==> src/rtl/ne_bitserial.sv <==
// Bit-serial not-equal comparator. Operand bit pairs stream in LSB first;
// the block reports NE/EQ and the index of the lowest differing bit, and
// holds that result until the next start.
module ne_bitserial #(
  parameter  int WIDTH = 32,
  localparam int IDX_W = $clog2(WIDTH)
) (
  input  logic             clk,
  input  logic             rst,
  input  logic             start,
  input  logic             bit_valid,
  output logic             bit_ready,
  input  logic             a_bit,
  input  logic             b_bit,
  output logic             busy,
  output logic             done,
  output logic             result_valid,
  output logic             ne,
  output logic             eq,
  output logic [IDX_W-1:0] first_diff_idx
);

  typedef enum logic [1:0] {IDLE, SHIFT, DONE} state_t;

  state_t           state, state_nxt;
  logic [IDX_W-1:0] cnt;
  logic [IDX_W-1:0] idx_acc;
  logic             ne_acc;

  // A pair is taken only in SHIFT and never in a cycle where start wins.
  logic accept, last, d, first_hit;
  assign accept    = (state == SHIFT) && bit_valid && !start;
  assign last      = (cnt == IDX_W'(WIDTH - 1));
  assign d         = a_bit ^ b_bit;
  assign first_hit = d && !ne_acc;

  // State register; reset discards any operation in flight.
  always_ff @(posedge clk) begin
    if (rst) state <= IDLE;
    else     state <= state_nxt;
  end

  // Next-state and state-decoded outputs.
  always_comb begin
    state_nxt = state;
    busy      = 1'b0;
    bit_ready = 1'b0;
    done      = 1'b0;
    case (state)
      IDLE: begin
        if (start) state_nxt = SHIFT;
      end
      SHIFT: begin
        busy      = 1'b1;
        bit_ready = 1'b1;
        if (start)                state_nxt = SHIFT;
        else if (accept && last)  state_nxt = DONE;
      end
      DONE: begin
        done      = 1'b1;
        state_nxt = start ? SHIFT : IDLE;
      end
      default: state_nxt = IDLE;
    endcase
  end

  // Accumulators and the held result; the result registers load together
  // with the final pair so they are valid in the DONE cycle.
  always_ff @(posedge clk) begin
    if (rst || start) begin
      cnt            <= '0;
      ne_acc         <= 1'b0;
      idx_acc        <= '0;
      result_valid   <= 1'b0;
      ne             <= 1'b0;
      eq             <= 1'b0;
      first_diff_idx <= '0;
    end else if (accept) begin
      cnt    <= cnt + IDX_W'(1);
      ne_acc <= ne_acc | d;
      if (first_hit) idx_acc <= cnt;
      if (last) begin
        result_valid   <= 1'b1;
        ne             <= ne_acc | d;
        eq             <= ~(ne_acc | d);
        first_diff_idx <= first_hit ? cnt : idx_acc;
      end
    end
  end

endmodule

==> config.mk <==
export PLATFORM = sky130hd
export DESIGN_NAME = ne_bitserial
export DESIGN_NICKNAME = d
export VERILOG_FILES = /design/src/rtl/ne_bitserial.sv
export SDC_FILE = /design/constraint.sdc
export NUM_CORES = 1
export LEC_CHECK = 0
export CELL_PAD_IN_SITES_DETAIL_PLACEMENT = 1
export CELL_PAD_IN_SITES_GLOBAL_PLACEMENT = 1
export CORE_UTILIZATION = 34
export CTS_BUF_LIST = sky130_fd_sc_hd__clkbuf_16
export DETAILED_ROUTE_END_ITERATION = 7
export PLACE_DENSITY = 0.77
export SKIP_LAST_GASP = 1
export SYNTH_ARGS = -nofsm -noshare
export SYNTH_HDL_FRONTEND = slang
export SYNTH_SLANG_ARGS = --single-unit
==> constraint.sdc <==
create_clock -name clk -period 1.5 [get_ports clk]
set_input_delay 0.375 -clock clk [delete_from_list [all_inputs] [get_ports clk]]
set_output_delay 0.375 -clock clk [all_outputs]
set_load 0.1 [all_outputs]
==> impl_metrics.tcl, run 1 <==
set metrics [dict create \
    synth_cells 106 \
    cpPeakStageDelay_ns 0.47 \
    drc 0 \
    yosysWarnings 0 \
    worstPathRequired_ns 1.12 \
    synth_area_leaders "dfxtp_1 43%, a21oi_1 8.2%, o21ai_0 4.6%" \
    synth_largest_area_cell "dfxtp_1" \
    core_area_um2 2730 \
    peakVddDrop_v 0.000895 \
    cap_violations 0 \
    wl_per_cell_um 19.8 \
    max_freq_mhz 665 \
    cts_hold_buf 0 \
    num_vias 1001 \
    holdWs_ns 0.483 \
    drive_gt1_frac 0.410 \
    clk_latency_ns 0.26 \
    p_per_area_nw_per_um2 827 \
    netlist.area_leader.share 0.430 \
    cts_root_buf "clkbuf_16" \
    final_cells 170 \
    grt_pass1_vias 1100 \
    firstDrtPassIters 4 \
    hold_depth 2 \
    dp_cells 161 \
    hold_class "reg -> reg" \
    crit_chain "and2b_1 -> buf_12" \
    nNetsFinal 148 \
    path_max_fanout 6 \
    diodes 0 \
    finalCritPeriodShare 1.00 \
    grt_antenna_before_repair 0 \
    critPathSlowestCell "dfxtp_1" \
    max_slew_margin 0.723 \
    synthAdderAreaFrac 0.0256 \
    syn_area_per_cell_um2 9.22 \
    status "finished, violations left" \
    grt_pass1_wl_mm 5.39 \
    crit_path_start_kind "flip-flop" \
    drt.antenna.violating_nets 0 \
    violations "setup timing" \
    synth-compound-area-share 0.238 \
    finalWorstSetupSlack_ns -0.00461 \
    grt_max_degree 13 \
    period_needed_ns 1.50 \
    leakage_nw 0.569 \
    rsz0062_at_grt "true" \
    dieArea_um2 3090 \
    cts_tree "yes" \
    start_util 0.357 \
    portBuffers 16 \
    crit_arrival_ns 1.13 \
    path_delay_family "flip-flops" \
    dp.final_hpwl_mm 2.06 \
    synthXorXnorAreaFrac 0.0269 \
    ys_seq_elements 21 \
    die_h_um 55.6 \
    skew_ns 0.00186 \
    synth_top_family_by_area "compound AO/OA/AOI/OAI gates" \
    rows 19 \
    hold_violations 0 \
    crit_type "reg -> out" \
    grt_usage 0.223 \
    drt_iter0_drc 13 \
    final_util 0.587 \
    path_clk_slew_ns 0.06 \
    path_buf_inv 1 \
    end_kind "output port" \
    wl_mm 3.37 \
    worstSetupPathDepth 2 \
    grt_overflow_total 0 \
    setup_tns_ns -0.00766 \
    netlist_area_um2 977 \
    cts_inserted_buffers 3 \
    cts_num_sinks 21 \
    slew_viol_final 0 \
    synth-simple-area-share 0.205 \
    vias_per_cell 5.89 \
    htree_levels 1 \
    mappedNetlistNets 114 \
    gp_congestion 0.808 \
    area_delta_synth_final_pct 64.3 \
    worst_pin_slew_ns 0.415 \
    seq_area_frac_synth 0.430 \
    fillers 305 \
    dieWidth_um 55.6 \
    ioPinCount 17 \
    ctsLongestPathBuffers 2 \
    muxShareOfSynthArea 0 \
    setup_viol 2 \
    r2r_cells 7 \
    yosysUniqueCellTypes 29 \
]
==> worst paths after layout <==
path | endpoint | slack, ns | start
max | done | -0.005 | state[1]
min | idx_acc[4] | 0.48 | idx_acc[4]
max reg2reg | ne | -0.005 | cnt[0]
min reg2reg | idx_acc[4] | 0.48 | idx_acc[4]
==> synth_stat cells (all sizes together) <==
library cell / instances
nand3: 6
o21a: 1
or2: 1
dfxtp: 21
a221oi: 1
or3: 2
a21oi: 16
xor2: 1
nand2: 4
and2b: 1
inv: 4
ha: 2
and4bb: 1
nor3: 1
nor2: 4
buf: 7
nor2b: 1
nand4: 6
o21ai: 9
nand4bb: 1
a311oi: 5
xnor2: 2
and3: 1
clkbuf: 2
o31ai: 5
o211a: 1
==> state kept, by name, summed over array words and instances (netlist names) <==
register        cells
ne                  1
result_valid        1
state               2
eq                  1
cnt                 5
ne_acc              1
first_diff_idx      5
idx_acc             5
==> metrics by stage <==
step                      worst slack (ns)  total power, mW  instance area, um2
after floorplan                    -0.0580            0.667                1010
after global placement              -0.266            0.724                1390
after detailed placement            -0.349            0.728                1390
after CTS                          -0.0116             1.32                1520
after global routing               -0.0289             1.36                1610
final                             -0.00461             1.33                1610
==> power breakdown <==
group	switching, mW	internal [mW]
clock network	0.229	0.359
logic	0.0982	0.0740
registers	0.00640	0.560
total	0.334	0.993
==> per-layer routing <==
layer  wire length (um)  global-route usage  up-vias
met5                  0                   0        -
met4                107              0.0750        0
met3                 65              0.0326        9
met2               1810               0.410       21
met1               1390               0.262      510
li1                   -                   -      461
==> cells by family after synthesis <==
logic type | after synthesis
AND/OR/NAND/NOR | 29
XOR/XNOR | 3
AO/OA/AOI/OAI | 38
flip-flops | 21
adder cells (fa/ha/maj) | 2
buffers and inverters | 13
==> cells in the final DEF (no fill, tap or decap), drive strengths merged <==
cell,instances
or2,1
clkdlybuf4s15,1
xnor2,2
buf,31
nor2b,1
clkdlybuf4s50,1
inv,4
clkinv,1
o21a,1
ha,2
xor2,1
dfxtp,21
nand4bb,2
nor3,1
o31ai,5
clkbuf,3
nand2,4
a21oi,16
o21ai,9
and2b,1
and3,1
nor2,4
nand4,6
o211a,1
or3,2
nand3,6
a311oi,5
dlygate4sd2,2
a221oi,1
and4bb,1
dlymetal6s2s,2
==> area by class of cell <==
class                      count  area [um2]  area share
sequential                    21         427       0.266
timing repair buffer          37         454       0.283
tap                           31        38.8      0.0242
clock buffer                   3        75.1      0.0468
inverter                       4        15.0     0.00935
multi-input combinational     73         591       0.368
clock inverter                 1        5.00     0.00312
==> timing repair <==
item | 4_1_cts | 5_1_grt
pin swaps | 3 | 3
gates resized for setup | 9 | 15
gates cloned | 1 | 1
endpoints found under the setup margin | 13 | 13
setup buffers | 2 | 1
==> worst reg2reg max path, stage by stage, from the launching register on <==
cell and delay (ns):
dfxtp_2 0.33, ha_4 0.16, and3_1 0.18, ha_2 0.19, inv_2 0.10, nor2_4 0.05
buf_4 0.15, o211a_1 0.23
(Power assumes the default switching activity.)
==> run 2: changes to the inputs <==
--- a/config.mk
+++ b/config.mk
@@ -11,7 +11,6 @@
 export CTS_BUF_LIST = sky130_fd_sc_hd__clkbuf_16
 export DETAILED_ROUTE_END_ITERATION = 7
 export PLACE_DENSITY = 0.77
-export SKIP_LAST_GASP = 1
 export SYNTH_ARGS = -nofsm -noshare
 export SYNTH_HDL_FRONTEND = slang
 export SYNTH_SLANG_ARGS = --single-unit
==> impl_metrics.tcl, run 2 (synthesis gave the netlist of run 1 again) <==
set metrics [dict create \
    grt_usage 0.223 \
    dp.final_hpwl_mm 2.06 \
    drt_iter0_drc 13 \
    finalCritPeriodShare 1.00 \
    crit_type "reg -> reg" \
    ioPinCount 17 \
    vias_per_cell 5.89 \
    worst_pin_slew_ns 0.415 \
    diodes 0 \
    final_area_um2 1610 \
    path_max_fanout 3 \
    drt.antenna.violating_nets 0 \
    cts_tree "yes" \
    end_kind "flip-flop" \
    period_needed_ns 1.50 \
    setup_viol 1 \
    crit_path_start_kind "flip-flop" \
    worstSetupPathDepth 7 \
    grt_antenna_before_repair 0 \
    hold_violations 0 \
    layout_common_cells "17 x dfxtp_1, 17 x buf_4, 15 x a21oi_1, 12 x buf_12, 7 x o21ai_0" \
    intPower_uw 993 \
    p_per_area_nw_per_um2 826 \
    skew_ns 0.00186 \
    path_buf_inv 2 \
    critPathSlowestCell "dfxtp_2" \
    grt_pass1_wl_mm 5.39 \
    drc 0 \
    slew_viol_final 0 \
    dieWidth_um 55.6 \
    reg_top3 "cnt (5), first_diff_idx (5), idx_acc (5)" \
    final_util 0.588 \
    drive_gt1_frac 0.417 \
    num_vias 1001 \
    cts_inserted_buffers 3 \
    peakVddDrop_v 0.000895 \
    place_area_um2 1390 \
    hold_depth 2 \
    switchingPower_uw 334 \
    wl_mm 3.37 \
    violations "setup timing" \
    grt_overflow_total 0 \
    max_freq_mhz 665 \
    area_delta_synth_final_pct 64.4 \
    worstPathRequired_ns 1.64 \
    hold_class "reg -> reg" \
    cts_root_buf "clkbuf_16" \
    cts_num_sinks 21 \
    cap_violations 0 \
    leakage_nw 0.569 \
    grt_pass1_vias 1101 \
    path_clk_slew_ns 0.06 \
    crit_arrival_ns 1.65 \
    rows 19 \
    portBuffers 16 \
    power_frac_comb 0.130 \
    gp_congestion 0.808 \
    crit_chain "ha_4 -> and3_1 -> ha_2 -> inv_2 -> nor2_4 -> buf_4 -> o211a_1" \
    cts_hold_buf 0 \
    status "finished, violations left" \
    clkPwrFrac 0.443 \
    place_worst_setup_slack_ns -0.349 \
    core_area_um2 2730 \
    firstDrtPassIters 4 \
    grt_max_degree 13 \
    die_h_um 55.6 \
    nNetsFinal 148 \
    multiInputGateArea_um2 591 \
    max_slew_margin 0.723 \
    ctsLongestPathBuffers 2 \
    wl_per_cell_um 19.8 \
    setup_tns_ns -0.00304 \
    r2r_cells 7 \
    dieArea_um2 3090 \
    fillers 305 \
    finalWorstSetupSlack_ns -0.00304 \
    regArea_um2 428 \
    path_delay_family "adder cells" \
    htree_levels 1 \
    clk_latency_ns 0.26 \
    p_seq_frac 0.427 \
    holdWs_ns 0.483 \
    cpPeakStageDelay_ns 0.33 \
    swShare 0.252 \
    start_util 0.357 \
]
[run 2: cell types whose count changed in the layout (fill, tap and decap cells not counted)]
cell     change
dfxtp_2      +1
dfxtp_1      -1
[run 2: final cells by class]
type,instances,share of cell area
clock buffers,3,0.0467
clock inverters,1,0.00312
inverters,4,0.00935
multi-input cells,73,0.368
flip-flops and latches,21,0.266
well taps,31,0.0241
repair buffers,37,0.283
[run 2: worst reg2reg max path, delay by kind of cell (launching register included)]
kind	cells	cell delay (ns)
adders and majority gates	2	0.35
DFF	1	0.33
buffers and inverters	2	0.25
and+or+nand+nor	2	0.23
AOI/OAI and AO/OA	1	0.23
[run 2: worst paths after layout]
check               end  slack, ns        from
max                  ne     -0.003      cnt[0]
min          idx_acc[4]       0.48  idx_acc[4]
max reg2reg          ne     -0.003      cnt[0]
min reg2reg  idx_acc[4]       0.48  idx_acc[4]
[run 2: per-layer routing]
layer  up-vias  wire [um]  GRT usage
met2        21       1810      0.410
met5         -          0          0
met1       510       1390      0.262
met3         9         65     0.0326
li1        461          -          -
met4         0        107     0.0750
[run 2: power by group through the flow]
| stage | Sequential, mW | Clock (mW) | Combinational (mW) |
|---|---|---|---|
| after floorplan | 0.576 | 0 | 0.0909 |
| after global placement | 0.577 | 0 | 0.148 |
| after detailed placement | 0.577 | 0 | 0.151 |
| after CTS | 0.565 | 0.589 | 0.162 |
| after global routing | 0.567 | 0.613 | 0.180 |
| final | 0.567 | 0.588 | 0.172 |
[run 2: through the flow]
step           cells  total power, mW
6_report         170             1.33
5_1_grt          170             1.36
4_1_cts          168             1.32
3_5_place_dp     161            0.728
3_3_place_gp     161            0.724
2_1_floorplan    106            0.667
[run 2: timing repair]
action                     4_1_cts  5_1_grt
pin swaps                        3        3
cloned                           1        1
setup endpoints to repair       13       14
gates resized for setup         10       15
buffers inserted                 2        1
